## src/rtl/borrow101_down_counter_pkg.sv

```systemverilog
// ============================================================================
// Module  : borrow101_down_counter_pkg
// Brief   : Shared defaults for the mod-101 down counter and its BCD path.
// Revision: 1.0
// ============================================================================
`default_nettype none

package borrow101_down_counter_pkg;

    localparam int WIDTH_DEF   = 7;
    localparam int MODULUS_DEF = 101;
    localparam int MAXVAL_DEF  = MODULUS_DEF - 1;
    localparam int BCD_W       = 4;
    localparam int BCD_BIN_W   = 10;

endpackage

`default_nettype wire

```

## src/rtl/borrow101_down_counter_bin2bcd.sv

```systemverilog
// ============================================================================
// Module  : bin2bcd_999
// Brief   : Combinational binary (0..999) to three-digit BCD converter.
// Revision: 1.0
// ============================================================================
`default_nettype none

module bin2bcd_999
    import borrow101_down_counter_pkg::*;
(
    input  logic [BCD_BIN_W-1:0] bin_i,
    output logic [BCD_W-1:0]     hund_o,
    output logic [BCD_W-1:0]     tens_o,
    output logic [BCD_W-1:0]     units_o
);

    logic [BCD_W-1:0] w_hund;
    logic [6:0]       w_rem;
    logic [BCD_W-1:0] w_tens;
    logic [BCD_W-1:0] w_units;

    // Remainders are bounded (<100, <10), so the narrow casts lose nothing.
    always_comb begin
        w_hund  = 4'(bin_i / 10'd100);
        w_rem   = 7'(bin_i - 10'd100 * {6'd0, w_hund});
        w_tens  = 4'(w_rem / 7'd10);
        w_units = 4'(w_rem - 7'd10 * {3'd0, w_tens});
    end

    assign hund_o  = w_hund;
    assign tens_o  = w_tens;
    assign units_o = w_units;

endmodule

`default_nettype wire

```

## src/rtl/borrow101_down_counter.sv

```systemverilog
// ============================================================================
// Module  : borrow101_down_counter
// Brief   : Loadable modulo-MODULUS down counter with borrow pulse and BCD out.
// Revision: 1.0
// ============================================================================
`default_nettype none

module borrow101_down_counter
    import borrow101_down_counter_pkg::*;
#(
    parameter int WIDTH   = WIDTH_DEF,
    parameter int MODULUS = MODULUS_DEF
)(
    input  logic             sysClk,
    input  logic             sysRst,
    input  logic             en,
    input  logic             load,
    input  logic [WIDTH-1:0] loadValue,
    output logic [WIDTH-1:0] counter,
    output logic             zero,
    output logic             borrow,
    output logic [BCD_W-1:0] bcdHund,
    output logic [BCD_W-1:0] bcdTens,
    output logic [BCD_W-1:0] bcdUnits
);

    localparam logic [WIDTH-1:0] MAXVAL   = WIDTH'(MODULUS - 1);
    localparam logic [BCD_W-1:0] RST_HUND = BCD_W'((MODULUS - 1) / 100);
    localparam logic [BCD_W-1:0] RST_TENS = BCD_W'(((MODULUS - 1) / 10) % 10);
    localparam logic [BCD_W-1:0] RST_UNIT = BCD_W'((MODULUS - 1) % 10);

    generate
        if (MODULUS < 2) begin : g_bad_modulus
            $error("borrow101_down_counter: MODULUS must be at least 2");
        end
        if ((MODULUS - 1) > ((1 << WIDTH) - 1)) begin : g_bad_width
            $error("borrow101_down_counter: MODULUS-1 does not fit in WIDTH");
        end
        if (WIDTH > BCD_BIN_W) begin : g_bad_bcd
            $error("borrow101_down_counter: WIDTH exceeds BCD converter range");
        end
    endgenerate

    logic [WIDTH-1:0] counter_q, counter_d;
    logic             borrow_q,  borrow_d;
    logic [BCD_W-1:0] hund_q, tens_q, units_q;
    logic [BCD_W-1:0] hund_d, tens_d, units_d;

    always_comb begin
        counter_d = counter_q;
        borrow_d  = 1'b0;
        if (load) begin
            counter_d = (loadValue > MAXVAL) ? MAXVAL : loadValue;
        end else if (en) begin
            if (counter_q == '0) begin
                counter_d = MAXVAL;
                borrow_d  = 1'b1;
            end else begin
                counter_d = counter_q - WIDTH'(1);
            end
        end
    end

    // Converting the next value keeps the digits aligned with counter.
    bin2bcd_999 u_bin2bcd (
        .bin_i   (BCD_BIN_W'(counter_d)),
        .hund_o  (hund_d),
        .tens_o  (tens_d),
        .units_o (units_d)
    );

    always_ff @(posedge sysClk) begin
        if (sysRst) begin
            counter_q <= MAXVAL;
            borrow_q  <= 1'b0;
            hund_q    <= RST_HUND;
            tens_q    <= RST_TENS;
            units_q   <= RST_UNIT;
        end else begin
            counter_q <= counter_d;
            borrow_q  <= borrow_d;
            hund_q    <= hund_d;
            tens_q    <= tens_d;
            units_q   <= units_d;
        end
    end

    assign counter  = counter_q;
    assign zero     = (counter_q == '0);
    assign borrow   = borrow_q;
    assign bcdHund  = hund_q;
    assign bcdTens  = tens_q;
    assign bcdUnits = units_q;

endmodule

`default_nettype wire

```

## config.mk

```make
export PLATFORM = sky130hd
export DESIGN_NAME = borrow101_down_counter
export DESIGN_NICKNAME = d
export VERILOG_FILES = /design/src/rtl/borrow101_down_counter_pkg.sv /design/src/rtl/borrow101_down_counter_bin2bcd.sv /design/src/rtl/borrow101_down_counter.sv
export SDC_FILE = /design/constraint.sdc
export NUM_CORES = 1
export LEC_CHECK = 0
export CELL_PAD_IN_SITES_DETAIL_PLACEMENT = 1
export CELL_PAD_IN_SITES_GLOBAL_PLACEMENT = 1
export CORE_MARGIN = 4
export CORE_UTILIZATION = 44
export CTS_CLUSTER_SIZE = 24
export DETAILED_ROUTE_END_ITERATION = 7
export GPL_ROUTABILITY_DRIVEN = 0
export PLACE_DENSITY = 0.9
export SYNTH_ARGS = -nofsm -noshare
export SYNTH_HDL_FRONTEND = slang
export SYNTH_HIERARCHICAL = 1
export SYNTH_SLANG_ARGS = --single-unit
```

## constraint.sdc

```tcl
create_clock -name sysClk -period 22.9 [get_ports sysClk]
set_clock_uncertainty 0.05 [all_clocks]
set_input_delay 6.87 -clock sysClk [delete_from_list [all_inputs] [get_ports sysClk]]
set_output_delay 6.87 -clock sysClk [all_outputs]
set_load 0.1 [all_outputs]
```

Word-level counts from Yosys, hierarchy flattened
Cells that the tools add are included.
{"block": "word_totals", "word_cells": 21, "ff_bits": 20, "input_bits": 11}
{"block": "classes", "div_mod_pow": 2, "mux": 5, "n_mul": 2, "n_reduce_logical": 2, "n_bitwise": 1, "magnitude_cmp": 1, "add_sub_neg": 3}
{"op": "7-bit 2-to-1 mux", "count": 4}
{"op": "7-bit by 7-bit divider with 10-bit output, second input constant", "count": 1}
{"op": "7-bit by 4-bit divider with 7-bit output, second input constant", "count": 1}
{"op": "7-bit > comparator, second input constant", "count": 1}
{"op": "7-bit logical NOT", "count": 1}
{"op": "7-bit by 1-bit subtractor with 7-bit output, second input constant", "count": 1}
{"op": "7-bit subtractor", "count": 1}
{"op": "5-bit by 4-bit multiplier with 5-bit output, first input constant", "count": 1}
{"op": "3-bit by 4-bit multiplier with 3-bit output, first input constant", "count": 1}
{"op": "4-bit subtractor", "count": 1}
{"op": "3-bit OR reduction", "count": 1}
{"op": "1-bit 2-to-1 mux", "count": 1}
{"op": "1-bit inverter", "count": 1}

Depth between registers and ports, before layout
Gate-level depths: netlist of the first run.
{"block": "logic_depth", "word_depth": 10, "depth_mapped": 38}

By module
The synthesis of the first run kept the hierarchy.
{"mod": "bin2bcd_999", "instances": 1, "area_each_um2": 1421.4, "seq_area_each_um2": 0.0, "cells_per_inst": 205}
{"mod": "borrow101_down_counter", "instances": 1, "area_each_um2": 858.3, "seq_area_each_um2": 400.4, "cells_per_inst": 86}

Least setup slack after synthesis of the first run
No wires, ideal clock.
{"block": "synth_timing", "path_kind": "input-to-reg", "from": "input port en", "to": "register units_q[2], in the netlist bcdUnits[2]", "t_required_ns": 22.722, "setup_time_ns": 0.128, "arrival_time_ns": 13.204, "setup_slack_ns": 9.518, "path_stages": 34, "path_cell_list": "nand4bb_1 nor3_1 a211oi_1 a21oi_1 buf_2 xnor2_1 nor2_1 a221oi_1 a31o_2 maj3_1 a21oi_1 ha_1 inv_1 fa_1 a21o_1 a21oi_1 xnor2_1 clkbuf_1 a22oi_2 nand2_1 nor2_1 a21oi_1 ha_1 inv_1 a211oi_1 o2bb2a_1 nand3_1 nor3_2 maj3_2 a211o_1 ha_1 inv_1 fa_1 nor2b_1"}
{"block": "synth_via", "elab_chain_len": 8}
{"item": "start, declared", "line": "borrow101_down_counter.sv:16", "rtl": "input logic en,"}
{"item": "7-bit 2-to-1 mux", "line": "borrow101_down_counter.sv:54", "rtl": "end else if (en) begin"}
{"item": "7-bit 2-to-1 mux", "line": "borrow101_down_counter.sv:52", "rtl": "if (load) begin"}
{"item": "net counter_d[4]", "line": "borrow101_down_counter.sv:44", "rtl": "logic [WIDTH-1:0] counter_q, counter_d;"}
{"item": "7-bit by 7-bit divider with 10-bit output", "line": "borrow101_down_counter_bin2bcd.sv:24", "rtl": "w_hund = 4'(bin_i / 10'd100);"}
{"item": "net hund_d[0]", "line": "borrow101_down_counter.sv:47", "rtl": "logic [BCD_W-1:0] hund_d, tens_d, units_d;"}
{"item": "5-bit by 4-bit multiplier with 5-bit output", "line": "borrow101_down_counter_bin2bcd.sv:25", "rtl": "w_rem = 7'(bin_i - 10'd100 * {6'd0, w_hund});"}
{"item": "7-bit subtractor", "line": "borrow101_down_counter_bin2bcd.sv:25"}
{"item": "7-bit by 4-bit divider with 7-bit output", "line": "borrow101_down_counter_bin2bcd.sv:26", "rtl": "w_tens = 4'(w_rem / 7'd10);"}
{"item": "net tens_d[0]", "line": "borrow101_down_counter.sv:47"}
{"item": "3-bit by 4-bit multiplier with 3-bit output", "line": "borrow101_down_counter_bin2bcd.sv:27", "rtl": "w_units = 4'(w_rem - 7'd10 * {3'd0, w_tens});"}
{"item": "4-bit subtractor", "line": "borrow101_down_counter_bin2bcd.sv:27"}
{"item": "net units_d[2]", "line": "borrow101_down_counter.sv:47"}
{"item": "end signal, assigned", "line": "borrow101_down_counter.sv:84", "rtl": "units_q <= units_d;"}
{"item": "end, declared", "line": "borrow101_down_counter.sv:46", "rtl": "logic [BCD_W-1:0] hund_q, tens_q, units_q;"}
The timed path passes the listed nets, and every way through them passes these cells.
A chain may end at the register's enable or synchronous reset.

Final worst setup path of the first run
{"block": "layout_timing", "from": "input port en", "to": "register units_q[3], in the netlist bcdUnits[3]"}
Same word-level chain as after synthesis.

==> results.md, run 1 <==
- Clock transition at path regs: 70 ps
- Total routed wirelength: around 7700 um
- Placed Area: 2610 um2
- Critical path's most frequent cell: a21oi_1
- Power per unit of standard cell area: 123 nW/um2
- RSZ-0062 raised after global routing: no
- Data arrival time at the worst-slack endpoint: approximately 15,000 ps
- Clock latency on the worst-skew pair: around 250 ps
- DP Wirelength: between 5000 and 6000 um
- Type of the most critical hold path: reg -> reg
- Post-synthesis sequential element count: 20
- Number of max-slew violations in the final report: 0
- First-pass GRT wire length: around 13,000 um
- Slowest cell on crit path: clkdlybuf4s50_1
- Sequential Power Share: about 14%
- DR WL/cell: approximately 20 um
- Max cap viols: 0
- Number of enable flip-flop cells after synthesis: 0
- Antenna violations before repair: 0
- Origin of the worst setup path: en
- Share of final-layout standard cells stronger than drive strength 1: ~7%
- Aggregate global-route resource usage: around 25%
- Category of the worst setup path capture point: flop
- Pin count of the biggest net entering global routing: 29
- Maximum clock path buffer count: 2
- Highest fanout seen on the critical path: 21
- Maximum vdd ir drop: roughly 63 uV
- Number of stages on the worst hold path: 3
- Combinational Power Share: 77.7%
- Iter 0 DRT Violations: ~110
- I/O pins: 32
- Cells after Synth: roughly 290
- Flip-flop cell with the highest count after synthesis: dfxtp_1
- Worst slack after detailed placement: 7950 ps
- Cells resized by post-CTS repair: 0
- Sw frac: around 55%
- CTS tree: done
- Max transition margin: between 30% and 40%
- Setup Fix Bufs, Post-CTS: 0
- Die Footprint: approximately 6400 um2
- Buffers on Ports: 31
- Kind of start point of the critical path: input port
- Achievable Freq: about 66 MHz
- Layout filler cell count: 606
- Clock power share: under 10%
- Hold Path Sink: counter[5]$_SDFF_PP1_
- Count of endpoints failing hold in the final timing report: 0
- Outcome: finished, final reports clean
- Critical path data required time: 22,970 ps
- Clock root buffer: clkbuf_8
- Inserted Clock Buffers: 3
- Effective utilization at floorplan: ~47%
- FF+latch area: approximately 400 um2
- Mean cell area of the mapped netlist: between 7 and 8 um2
- Launching point of the worst reg2reg path: counter[1]$_SDFF_PP0_
- Residual DRC: 0
- Std-Cell Core Area: 4880 um2
- Switching Power: 181 uW
- Leakage dissipation: between 0.001 and 0.0015 uW
- Smallest setup slack after layout: about 7800 ps
- Total area of multi-input combinational cells: ~1700 um2
- Clk sink count: 20
- Hold bufs inserted after CTS: 0
- Slowest Stage Delay on Critical Path: between 600 and 700 ps
- Via total after detailed routing: approximately 2,400
- PnR Total Power: 327 uW
- Actual slew at the worst max-slew pin: roughly 1000 ps
- Area growth from synthesis to final layout: 16.9%
- Reg2Reg Capture Point: bcdUnits[3]$_SDFF_PP0_
- # setup viols final: 0
- Netlist area before placement: between 2000 and 2500 um2
- NumNets Final: about 340
- Routed via count divided by cell count: about 6.2
- Start point of the worst hold path: counter[5]$_SDFF_PP1_
- Die H: roughly 80 um
- ANT nets after route: 0
- Internal power of the cells: about 150 uW
- Tcrit/Tclk final: 65.8%
- Warnings from Yosys: 6
- Cell depth of the worst flop-to-flop path: 36
- H-tree depth reported by CTS: 1
- Finished Cell Area: about 2700 um2
- Number of antenna diodes: 0
- Sequential share of the synthesized area: 17.6%
- FF-to-FF setup slack: 14,230 ps
- Length of the first detailed-routing pass in iterations: 4
- Vias in the first global route: roughly 2,500
- Critical path start-end classification: in -> reg
- Total Negative Setup Slacks: 0 ps
- Unique masters post-synth: between 70 and 80
- Shortest clock period the worst path allows after layout: roughly 15,000 ps
- Remaining global-route overflow: 0
- Die width: between 70 and 80 um
- Async set or reset register ratio after synthesis: 0%
- Cell Rows: 25
worst max-delay path: cells and delay by family:
kind / cells / cell delay [ps]
xor+xnor: 2 / 480
compound gates: 11 / 2980
simple gates: 8 / 2080
fa+ha+maj: 6 / 1860
buf+inv: 3 / 820
sequential cells by signal (all words and copies together), names as in the netlist:
register / cells
bcdHund: 4
bcdTens: 4
bcdUnits: 4
borrow: 1
counter: 7
layout make-up:
class,count,area share (%)
inverter,22,3.10
multi-input combinational,236,64.5
tap,67,3.15
timing repair buffer,33,12.2
sequential,20,15.0
clock buffer,4,2.07
per-layer routing:
layer / track usage, % / vias up / wire length, um
li1: - / 1120 / -
met1: 28.9 / 1160 / 3250
met2: 47.7 / 81 / 3880
met3: 3.16 / 17 / 425
met4: 7.09 / 0 / 122
met5: 0 / - / 0
stage by stage:
stage	hold WS [ps]	util, %	std cells
global route	750	54.6	382
finish	693	54.6	382
floorplan	987	-	299
global placement	603	53.5	378
detailed placement	628	53.5	378
CTS	676	54.6	382
power by group through the flow:
stage	clock network [uW]	logic, uW	registers, uW
2_1_floorplan	0	142	93.1
3_3_place_gp	0	224	45.9
3_5_place_dp	0	241	46.4
4_1_cts	26.6	250	46.3
5_1_grt	28.4	272	47.0
6_report	26.5	254	46.3
cell usage in the layout, fill, tap and decap left out, drive strengths merged, types with 3 or more instances in the layout:
master	instances
nor4b	3
ha	10
o31ai	3
a21oi	16
nand3b	3
clkdlybuf4s50	31
xor2	6
a211o	6
nand3	9
a211oi	11
nand2b	3
conb	9
o22ai	3
nor2	11
inv	22
nand2	21
o211ai	6
or2	6
o21bai	3
a32o	3
a31oi	5
a21o	5
clkbuf	4
nor2b	20
xnor2	5
nor3	11
and3	3
o21ai	9
dfxtp	20
worst max path at each step:
stage	to	slack [ps]
3_5_place_dp	bcdUnits[3]$_SDFF_PP0_	7950
4_1_cts	bcdUnits[3]$_SDFF_PP0_	7950
5_1_grt	bcdUnits[3]$_SDFF_PP0_	7150
6_report	bcdUnits[3]$_SDFF_PP0_	7820
2_1_floorplan	bcdUnits[2]$_SDFF_PP0_	9520
3_3_place_gp	bcdUnits[2]$_SDFF_PP0_	8360
Yosys cell counts, types with 5 or more instances:
master | number | area, um2
a211oi_1 | 9 | 67.6
a31oi_1 | 5 | 31.3
a21oi_1 | 15 | 75.1
o211ai_1 | 5 | 37.5
nand3_1 | 9 | 45.0
nor2_1 | 11 | 41.3
nand2_1 | 21 | 78.8
buf_2 | 12 | 60.1
clkbuf_1 | 6 | 22.5
a211o_1 | 5 | 43.8
nor3_1 | 10 | 50.1
ha_1 | 10 | 125
nor2b_1 | 20 | 125
a21o_1 | 5 | 37.5
xnor2_1 | 5 | 43.8
xor2_1 | 6 | 52.6
o21ai_0 | 8 | 40.0
dfxtp_1 | 20 | 400
inv_1 | 22 | 82.6
or2_1 | 5 | 31.3
cells by family after synthesis:
| group | Yosys count | synth area share [%] |
|---|---|---|
| flip-flops | 20 | 17.6 |
| AND/OR/NAND/NOR | 102 | 26.2 |
| adder cells (fa/ha/maj) | 14 | 8.18 |
| buffers and inverters | 43 | 8.40 |
| other | 1 | 0.164 |
| XOR/XNOR | 12 | 5.21 |
| AO/OA/AOI/OAI | 99 | 34.3 |
No activity file was read; power rests on OpenSTA's default activity.
==> inputs of run 2 (changes only) <==
CORE_UTILIZATION = 37   (was 44)
PLACE_DENSITY = 0.81   (was 0.9)
clock period = 13.7 ns   (was 22.9 ns; I/O delays follow)
==> results.md, run 2 (synthesis results as in run 1) <==
- Max reg flops: 7 (unchanged)
- Number of stages on the worst hold path: 3 (unchanged)
- Final hold slack: 620 ps (was 693 ps)
- Pin count of the biggest net entering global routing: 29 (unchanged)
- Buffers on Ports: 31 (unchanged)
- Critical path's most frequent cell: a21oi_1 (unchanged)
- Cell Rows: 28 (was 25)
- Worst slack after detailed placement: 1670 ps (was 7950 ps)
- Shortest clock period the worst path allows after layout: about 12,000 ps
- Area growth from synthesis to final layout: 18.7% (was 16.9%)
- Slowest cell on crit path: clkdlybuf4s50_1 (unchanged)
- DR WL/cell: 16.0 um (was 20.1 um)
- Smallest setup slack after layout: 1820 ps (was 7820 ps)
- Placed cell count: 388 (was 378)
- Power per unit of standard cell area: 196 nW/um2 (was 123 nW/um2)
- Slowest Stage Delay on Critical Path: 630 ps (was 680 ps)
- Non-filler cells, final: 392 (was 382)
- Via total after detailed routing: 2,248 (was 2,378)
- Count of endpoints failing hold in the final timing report: 0 (unchanged)
- Vias in the first global route: 2,321 (was 2,497)
- Critical path data required time: 13,780 ps (was 22,970 ps)
- Maximum vdd ir drop: 195 uV (was 63.0 uV)
- H-tree depth reported by CTS: 1 (unchanged)
- # setup viols final: 0 (unchanged)
- Actual slew at the worst max-slew pin: 989 ps (was 1000 ps)
- ANT nets after route: 0 (unchanged)
- Achievable Freq: between 80 and 90 MHz
- Cells resized by post-CTS repair: 0 (unchanged)
- Outcome: finished, final reports clean (unchanged)
- Cell depth of the worst flop-to-flop path: 35 (was 36)
- Max cap viols: 0 (unchanged)
- Leakage dissipation: 0.00103 uW (was 0.00102 uW)
- Remaining global-route overflow: 0 (unchanged)
- Kind of start point of the critical path: input port (unchanged)
- Category of the worst setup path capture point: flop (unchanged)
- Std-Cell Core Area: 5960 um2 (was 4880 um2)
- Total routed wirelength: 6280 um (was 7680 um)
- Die H: 86.5 um (was 80.0 um)
- Total Negative Setup Slacks: 0 ps (unchanged)
- Clk sink count: 20 (unchanged)
- Type of the most critical hold path: reg -> reg (unchanged)
- Hold bufs inserted after CTS: 0 (unchanged)
- Aggregate global-route resource usage: 17.4% (was 25.1%)
- Effective utilization at floorplan: 38.3% (was 46.7%)
- Highest fanout seen on the critical path: 11 (was 21)
- Most frequent cells in the layout: clkdlybuf4s50_1 (31), inv_1 (22), nand2_1 (21) (unchanged)
- Critical path start-end classification: in -> reg (unchanged)
- Layout filler cell count: 729 (was 606)
- Maximum clock path buffer count: 2 (unchanged)
- Utilization after layout: 45.4% (was 54.6%)
- Inserted Clock Buffers: 3 (unchanged)
- DP Wirelength: 4730 um (was 5230 um)
- I/O pins: 32 (unchanged)
- NumNets Final: 341 (was 339)
- Clock transition at path regs: 80 ps (was 70 ps)
- Clock root buffer: clkbuf_8 (unchanged)
- Iter 0 DRT Violations: 68 (was 109)
- Number of antenna diodes: 0 (unchanged)
- Routed via count divided by cell count: 5.73 (was 6.23)
- RSZ-0062 raised after global routing: no (unchanged)
- Antenna violations before repair: 0 (unchanged)
- Data arrival time at the worst-slack endpoint: 11,950 ps (was 15,140 ps)
- CTS tree: done (unchanged)
- Die width: 86.5 um (was 80.0 um)
- Die Footprint: 7480 um2 (was 6400 um2)
- Share of final-layout standard cells stronger than drive strength 1: 7.57% (was 6.98%)
- Length of the first detailed-routing pass in iterations: 4 (unchanged)
- Clock latency on the worst-skew pair: 260 ps (was 250 ps)
- Number of max-slew violations in the final report: 0 (unchanged)
- Max transition margin: 33.8% (was 32.8%)
- Tcrit/Tclk final: 86.7%
- Leading cell type in the layout, fill and taps excluded: clkdlybuf4s50_1 (unchanged)
- First-pass GRT wire length: 11,000 um (was 12,800 um)
- Setup Fix Bufs, Post-CTS: 0 (unchanged)
- Residual DRC: 0 (unchanged)
## run 2: changes by cell type in the layout (fill, tap and decap cells not counted), sizes merged
| cell | delta |
|---|---|
| buf | +2 |
| bufinv | +1 |
| clkbuf | -1 |
## run 2: final timing paths
check        slack [ps]                endpoint             startpoint
min                 620       borrow$_SDFF_PP0_  counter[6]$_SDFF_PP1_
min reg2reg         620       borrow$_SDFF_PP0_  counter[6]$_SDFF_PP1_
max reg2reg        5470  bcdUnits[2]$_SDFF_PP0_  counter[1]$_SDFF_PP0_
max                1820  bcdUnits[2]$_SDFF_PP0_                     en
## run 2: final cells by class
type / instances / area [um2] / area share, %
inverters: 22 / 82.6 / 3.05
flip-flops and latches: 20 / 400 / 14.8
multi-input cells: 236 / 1720 / 63.5
repair buffers: 35 / 340 / 12.6
clock inverters: 1 / 30.0 / 1.11
well taps: 75 / 93.8 / 3.47
clock buffers: 3 / 41.3 / 1.53
## run 2: report_power, final
group	switching, uW	internal (uW)	total, uW
logic	250	144	394
registers	5.32	70.7	76.1
clock network	20.8	39.0	59.8
total	276	254	530
## run 2: worst max-delay path: cells and delay by family
kind / cells / cell delay [ps]
simple gates: 8 / 1180
buf+inv: 5 / 1090
compound gates: 12 / 2960
fa+ha+maj: 7 / 2250
xor+xnor: 2 / 380
## run 2: routing by layer
layer,track usage (%),vias up,share of wire [%]
met3,0.570,4,2.5
met4,4.39,0,0.70
met5,0,-,0
met1,23.6,1095,47
li1,-,1117,-
met2,30.5,32,50
## run 2: stage by stage
step	instance area (um2)	total power, uW
2_1_floorplan	2310	392
3_3_place_gp	2640	454
3_5_place_dp	2640	465
4_1_cts	2710	530
5_1_grt	2710	576
6_report	2710	530
